## config.mk

```make
export PLATFORM = sky130hd
export DESIGN_NAME = button_debouncer
export DESIGN_NICKNAME = d
export VERILOG_FILES = /design/src/rtl/button_debouncer.sv
export SDC_FILE = /design/constraint.sdc
export NUM_CORES = 1
export LEC_CHECK = 0
export CAP_MARGIN = 20
export CORE_UTILIZATION = 49
export CTS_CLUSTER_SIZE = 20
export DETAILED_ROUTE_END_ITERATION = 7
export GPL_ROUTABILITY_DRIVEN = 1
export PLACE_DENSITY = 0.67
export SLEW_MARGIN = 20
export SYNTH_ARGS = -nofsm -noshare
export SYNTH_HDL_FRONTEND = slang
export SYNTH_SLANG_ARGS = --single-unit
export TNS_END_PERCENT = 30
```

## constraint.sdc

```tcl
create_clock -name qzt_clk -period 3.3 [get_ports qzt_clk]
set_clock_uncertainty 0.1 [all_clocks]
set_input_delay 0.66 -clock qzt_clk [delete_from_list [all_inputs] [get_ports qzt_clk]]
set_output_delay 0.66 -clock qzt_clk [all_outputs]
set_load 0.01 [all_outputs]
```

## src/rtl/button_debouncer.sv

```systemverilog
// ---------------------------------------------------------------------------
// button_debouncer
//   Cleans a raw, asynchronous pushbutton on the 50 MHz quartz clock. A
//   change is accepted only after DEBOUNCE_CYCLES consecutive stable samples.
//   The block produces a debounced level and one-cycle press/release strobes.
//   An optional auto-repeat strobe fires while the button is held. An 8-bit
//   event counter is kept for LED debug.
//
// Ports
//   qzt_clk        in   50 MHz clock; all logic on the rising edge
//   reset          in   asynchronous, active-high reset
//   btn_in         in   raw button, active-high, asynchronous to qzt_clk
//   level          out  debounced state (1 = pressed)
//   press_pulse    out  one-cycle strobe on an accepted press
//   release_pulse  out  one-cycle strobe on an accepted release
//   repeat_pulse   out  one-cycle auto-repeat strobe (0 when REPEAT_EN=0)
//   press_count    out  count of press_pulse + repeat_pulse events, wraps
// ---------------------------------------------------------------------------
module button_debouncer #(
    parameter int DEBOUNCE_CYCLES = 250000,
    parameter int REPEAT_EN       = 0,
    parameter int REPEAT_DELAY    = 25000000,
    parameter int REPEAT_PERIOD   = 5000000,
    parameter int CNT_W           = 30
) (
    input  logic       qzt_clk,
    input  logic       reset,
    input  logic       btn_in,
    output logic       level,
    output logic       press_pulse,
    output logic       release_pulse,
    output logic       repeat_pulse,
    output logic [7:0] press_count
);

    typedef enum logic [1:0] {
        IDLE         = 2'd0,
        PRESS_WAIT   = 2'd1,
        PRESSED      = 2'd2,
        RELEASE_WAIT = 2'd3
    } state_t;

    // db_cnt holds the number of stable samples already seen in a wait
    // state. The sample being evaluated completes the run when db_cnt
    // equals DEBOUNCE_CYCLES-1. The wait is entered holding one sample, so
    // a change is accepted on edge DEBOUNCE_CYCLES+2 after btn_in settles.
    localparam logic [CNT_W-1:0] DB_LAST   = CNT_W'(DEBOUNCE_CYCLES - 1);
    localparam logic [CNT_W-1:0] REP_FIRST = CNT_W'(REPEAT_DELAY);
    localparam logic [CNT_W-1:0] REP_NEXT  = CNT_W'(REPEAT_PERIOD);
    localparam logic [CNT_W-1:0] CNT_ONE   = CNT_W'(1);

    logic             s1_q, s2_q;
    state_t           state_q, state_d;
    logic [CNT_W-1:0] db_cnt_q, db_cnt_d;
    logic [CNT_W-1:0] rep_cnt_q, rep_cnt_d;
    logic             rep_armed_q, rep_armed_d;   // first repeat already fired
    logic             level_q, level_d;
    logic             press_q, press_d;
    logic             release_q, release_d;
    logic             repeat_q, repeat_d;
    logic [7:0]       count_q, count_d;
    logic [CNT_W-1:0] rep_nxt;

    always_ff @(posedge qzt_clk or posedge reset) begin
        if (reset) begin
            s1_q        <= 1'b0;
            s2_q        <= 1'b0;
            state_q     <= IDLE;
            db_cnt_q    <= '0;
            rep_cnt_q   <= '0;
            rep_armed_q <= 1'b0;
            level_q     <= 1'b0;
            press_q     <= 1'b0;
            release_q   <= 1'b0;
            repeat_q    <= 1'b0;
            count_q     <= 8'd0;
        end else begin
            s1_q        <= btn_in;
            s2_q        <= s1_q;
            state_q     <= state_d;
            db_cnt_q    <= db_cnt_d;
            rep_cnt_q   <= rep_cnt_d;
            rep_armed_q <= rep_armed_d;
            level_q     <= level_d;
            press_q     <= press_d;
            release_q   <= release_d;
            repeat_q    <= repeat_d;
            count_q     <= count_d;
        end
    end

    always_comb begin
        state_d     = state_q;
        db_cnt_d    = db_cnt_q;
        rep_cnt_d   = rep_cnt_q;
        rep_armed_d = rep_armed_q;
        press_d     = 1'b0;
        release_d   = 1'b0;
        repeat_d    = 1'b0;
        rep_nxt     = rep_cnt_q + CNT_ONE;

        case (state_q)
            IDLE: begin
                if (s2_q) begin
                    if (DEBOUNCE_CYCLES == 1) begin
                        state_d     = PRESSED;
                        press_d     = 1'b1;
                        rep_cnt_d   = '0;
                        rep_armed_d = 1'b0;
                    end else begin
                        state_d  = PRESS_WAIT;
                        db_cnt_d = CNT_ONE;
                    end
                end
            end
            PRESS_WAIT: begin
                if (!s2_q) begin
                    state_d  = IDLE;
                    db_cnt_d = '0;
                end else if (db_cnt_q == DB_LAST) begin
                    state_d     = PRESSED;
                    press_d     = 1'b1;
                    rep_cnt_d   = '0;
                    rep_armed_d = 1'b0;
                end else begin
                    db_cnt_d = db_cnt_q + CNT_ONE;
                end
            end
            PRESSED: begin
                if (!s2_q) begin
                    if (DEBOUNCE_CYCLES == 1) begin
                        state_d   = IDLE;
                        release_d = 1'b1;
                    end else begin
                        state_d  = RELEASE_WAIT;
                        db_cnt_d = CNT_ONE;
                    end
                end else if (REPEAT_EN != 0) begin
                    // The first strobe waits REPEAT_DELAY cycles. After that
                    // the counter restarts and compares against REPEAT_PERIOD.
                    if (rep_nxt == (rep_armed_q ? REP_NEXT : REP_FIRST)) begin
                        repeat_d    = 1'b1;
                        rep_cnt_d   = '0;
                        rep_armed_d = 1'b1;
                    end else begin
                        rep_cnt_d = rep_nxt;
                    end
                end
            end
            RELEASE_WAIT: begin
                // A bounce back to pressed resumes the repeat schedule where
                // it left off, because rep_cnt is not touched here.
                if (s2_q) begin
                    state_d = PRESSED;
                end else if (db_cnt_q == DB_LAST) begin
                    state_d   = IDLE;
                    release_d = 1'b1;
                    db_cnt_d  = '0;
                end else begin
                    db_cnt_d = db_cnt_q + CNT_ONE;
                end
            end
            default: state_d = IDLE;
        endcase

        level_d = (state_d == PRESSED) || (state_d == RELEASE_WAIT);
        count_d = count_q + {7'd0, (press_d | repeat_d)};
    end

    assign level         = level_q;
    assign press_pulse   = press_q;
    assign release_pulse = release_q;
    assign repeat_pulse  = repeat_q;
    assign press_count   = count_q;

endmodule

```

### Yosys cells after proc, flatten, opt, wreduce, memory -nomap -nowiden

Cells that the tools add are included.
Widths: inputs -> output; s select.

| word-level totals | value |
|---|---|
| output and inout bits | 12 |
| bits in registers | 45 |
| input port bits | 3 |

| cells by class | value |
|---|---|
| reduce and logical (&&, ||, !) cells | 3 |
| equality and inequality tests | 10 |
| muxes and demuxes | 19 |
| $add $sub $neg | 2 |

Operator list:

| cell | count |
|---|---|
| $mux 30 | 6 |
| $pmux 30 s4 | 1 |
| $add 30x1->30 const B | 1 |
| $eq 30x18->1 const B | 1 |
| $mux 2 | 6 |
| $add 8x1->8 | 1 |
| $eq 2x2->1 const B | 4 |
| $pmux 2 s4 | 1 |
| $ne 2x2->1 const B | 3 |
| $mux 1 | 5 |
| $reduce_and 4->1 | 1 |
| $ne 3x3->1 const B | 1 |
| $eq 2x1->1 const B | 1 |
| $logic_not 2->1 | 1 |
| $logic_or 1x1->1 | 1 |

### Longest topological paths before layout

| logic depth | value |
|---|---|
| word-level depth | 6 |
| gate-level depth with buffers | 11 |

### Worst setup path after synthesis

OpenSTA, ideal clock, no wires.

| timing path | value |
|---|---|
| path kind | register to register |
| start | reg db_cnt_q[0] |
| end | reg count_q[6] (netlist: press_count[6]) |
| buffers on the path | 1 |
| required time | 3.121 ns |
| cell stages (with the launch flop) | 12 |
| setup time | 0.079 ns |
| arrival time | 2.355 ns |
| path slack | 0.766 ns |
| path through | dfrtp_1 -> ha_1 -> and3_2 -> nand4_1 -> or2_1 -> buf_2 -> nor3_1 -> ha_1 -> ha_1 -> nand3_1 -> nor2_1 -> xor2_1 |

| between the ends | value |
|---|---|
| word-level cells in the longest chain between the ends | 5 |

Ends and longest elaborated chain:

| item | RTL line | source |
|---|---|---|
| start, declared | 54 | `logic [CNT_W-1:0] db_cnt_q, db_cnt_d;` |
| start signal, assigned | 81 | `db_cnt_q <= db_cnt_d;` |
| $eq 30x18->1 | 120 | `end else if (db_cnt_q == DB_LAST) begin` |
| $mux 1 | 120 |  |
| $mux 1 | 117 | `if (!s2_q) begin` |
| $mux 1 | 102 | `case (state_q)` |
| named net press_d | 58 | `logic press_q, press_d;` |
| $add 8x1->8 | 167 | `count_d = count_q + {7'd0, (press_d \| repeat_d)};` |
| named net count_d[6] | 61 | `logic [7:0] count_q, count_d;` |
| end signal, assigned | 88 | `count_q <= count_d;` |
| end, declared | 61 |  |

The timed path passes the listed nets, and every way through them passes these cells.
A chain may end at the register's enable or synchronous reset.

### Final worst setup path

| timing path | value |
|---|---|
| start | reg db_cnt_q[1] |
| end | reg count_q[6] (netlist: press_count[6]) |

The elaborated chain is that of the path after synthesis.

==> results.md <==
- Setup TNS: 0 ns
- Setup bufs post-CTS: 0
- # nets final: 277
- Max Cap Viol: 0
- Synth area leader: dfrtp_1
- Final ANT Viol Nets: 0
- CTS clk-pin slew, worst paths: 0.08 ns
- GRT overflow: 0
- Wirelength, routed: 5540 µm
- Commonest non-fill, non-tap cell in the layout: dfrtp_1
- Number of port buffers: 13
- TritonCTS buffer count: 5
- Ys Warns: 0
- Final HPWL DP: 3840 µm
- Fraction of layout cells with a size suffix above 1: 8.09%
- Crit Path Max Fanout: 7
- Top_reg_cell synth: dfrtp_1
- CTS tree: built
- LEAKAGE: 0.00111 µW
- Slew @ Worst Pin: 0.919 ns
- DR vias/cell: 6.10
- DR vias: 2,067
- Setup crit start kind: flip-flop
- Rows: 25
- FMAX: 357 MHz
- Antenna violations before repair: 0
- Final core occ: 56.9%
- Synth top area share: 44.4%
- Largest cells by area after synthesis: dfrtp_1 (44%), xnor2_1 (4.8%), nand2_1 (4.0%), nor2_1 (3.6%), nand4_1 (3.2%)
- Worst VDD drop: 287 µV
- Global-route wire length before repair: 9760 µm
- Cell count after synthesis: 265
- Post-CTS sizing: 0
- DR iter-0 viols: 184
- Worst hold path type: flip-flop to flip-flop
- Drt pass-1 iters: 4
- Post-synth EDFFs: 0
- Clk root buf: clkbuf_8
- Synth async-reset ratio: 100%
- Overall global routing resource usage: 23.7%
- P per Cell Area: 348 mW/mm²
- Critical Path RT: 3.42 ns
- Syn-to-layout area delta: 8.83%
- Chip height: 73.9 µm
- Slew Viols, Final: 0
- Crit end category: flip-flop
- H-Tree Depth: 2
- Clk_lat worst skew: 0.29 ns
- RSZ-0062 raised after global routing: false
- Finished Cell Area: 0.00276 mm²
- FF+latch count, synth: 45
- WP data arrival: 2.92 ns
- Count of cell types in the netlist: 50
- Register cell area after layout: 0.00113 mm²
- Mapped Area: 0.00254 mm²
- Die ar.: 0.00547 mm²
- Max Buffers Root-to-Sink: 2
- Starting Density: 52.3%
- Largest net degree at the start of global routing: 46
- Sequential area share after synthesis: 44.4%
- Mapped Nets: 271
- Diode count: 0
- Crit Path Class: flip-flop to flip-flop
- Final Critical Period: 2.80 ns
- DR DRC count: 0
- Final hold vios: 0
- Routability congestion estimate: 0.869
- # setup viols final: 0
- Placed cell area: 0.00268 mm²
- Fill count: 440
- WL/cell: 16.4 µm
- Mean post-synth cell area: 9.57 µm²
- CTS Sinks: 45
- Slew headroom: 38.6%
- Most frequent cells in the layout: dfrtp_1 (45), nand2_1 (27), nor2_1 (24), nand3_1 (16), xnor2_1 (14)
- Fin crit share: 84.9%
- Area of the multi-input gates: 0.00131 mm²
- Hold-fix buffers, CTS: 0
- Core footprint: 0.00485 mm²
- IO Count: 15
- Outcome: finished, final reports clean
- Die Wd: 73.9 µm
- Vias in the first global route: 1,975
## synthesized netlist by cell type, types with 4 or more instances
library cell and number:
o21ai_0 7, nor4_1 6, nand2_1 27, clkbuf_1 7
nor3_1 9, nand3_1 16, dfrtp_1 45, nor3_2 5
and3_1 4, xnor2_1 14, or4_1 4, nor2_1 24
a21oi_1 10, and4_1 5, xor2_1 7, o31ai_1 7
nand4_1 13, buf_2 5
## flip-flops by register name (all words and copies together) (netlist names)
register,cells
db_cnt_q,30
level,1
press_count,8
press_pulse,1
release_pulse,1
s1_q,1
s2_q,1
state_q,2
## cells by family (layout without fill, tap and decap cells)
logic type / Yosys count / after routing / share of synthesized area [%]
other: 1 / 1 / 0.148
buffers and inverters: 19 / 26 / 3.80
flip-flops: 45 / 45 / 44.4
adder cells (fa/ha/maj): 3 / 3 / 1.48
AND/OR/NAND/NOR: 128 / 128 / 29.0
XOR/XNOR: 21 / 21 / 7.25
AO/OA/AOI/OAI: 48 / 48 / 13.9
## metal layers
layer / track usage (%) / share of wire, %
met1: 35.6 / 49
met2: 34.9 / 43
met3: 4.47 / 6.5
met4: 6.20 / 1.1
met5: 0 / 0
## critical path, stage by stage, from the launching register on
cell and delay (ns):
dfrtp_1 0.48, ha_1 0.27, and3_2 0.25, nand4_1 0.13, or2_1 0.38, nor3_1 0.28
ha_1 0.25, ha_1 0.20, nand3_1 0.11, nor2_1 0.14, xor2_1 0.15
## stage by stage
step | setup WS (ns) | power [µW] | cells | hold slack, ns
2_1_floorplan | 0.766 | 627 | 265 | 0.231
3_3_place_gp | 0.639 | 644 | 331 | 0.236
3_5_place_dp | 0.527 | 644 | 331 | 0.240
4_1_cts | 0.495 | 970 | 339 | 0.258
5_1_grt | 0.252 | 1000 | 339 | 0.271
6_report | 0.498 | 959 | 339 | 0.255
## layout make-up
type                            instances  area share [%]
Sequential cell                        45            40.8
Timing Repair Buffer                   15            5.26
Clock buffer                            8            2.90
Multi-Input combinational cell        201            47.6
Inverter                                3           0.408
Tap cell                               67            3.04
## power by group
| part | internal, µW | switching (µW) |
|---|---|---|
| sequential | 557 | 18.0 |
| combinational | 19.1 | 39.3 |
| clock | 151 | 175 |
## path summary, 6_finish.rpt
kind | start | to | slack, ns | cells after the start
min reg2reg | s1_q$_DFF_PP0_ | s2_q$_DFF_PP0_ | 0.25 | 0
max reg2reg | db_cnt_q[1]$_DFFE_PP0P_ | press_count[6]$_DFF_PP0_ | 0.50 | 10
min in group asynchronous | reset | db_cnt_q[10]$_DFFE_PP0P_ | 0.78 | 2
max | db_cnt_q[1]$_DFFE_PP0P_ | press_count[6]$_DFF_PP0_ | 0.50 | 10
min | s1_q$_DFF_PP0_ | s2_q$_DFF_PP0_ | 0.25 | 0
max in group asynchronous | reset | press_count[6]$_DFF_PP0_ | 1.73 | 2
No activity file was read; power rests on OpenSTA's default activity.
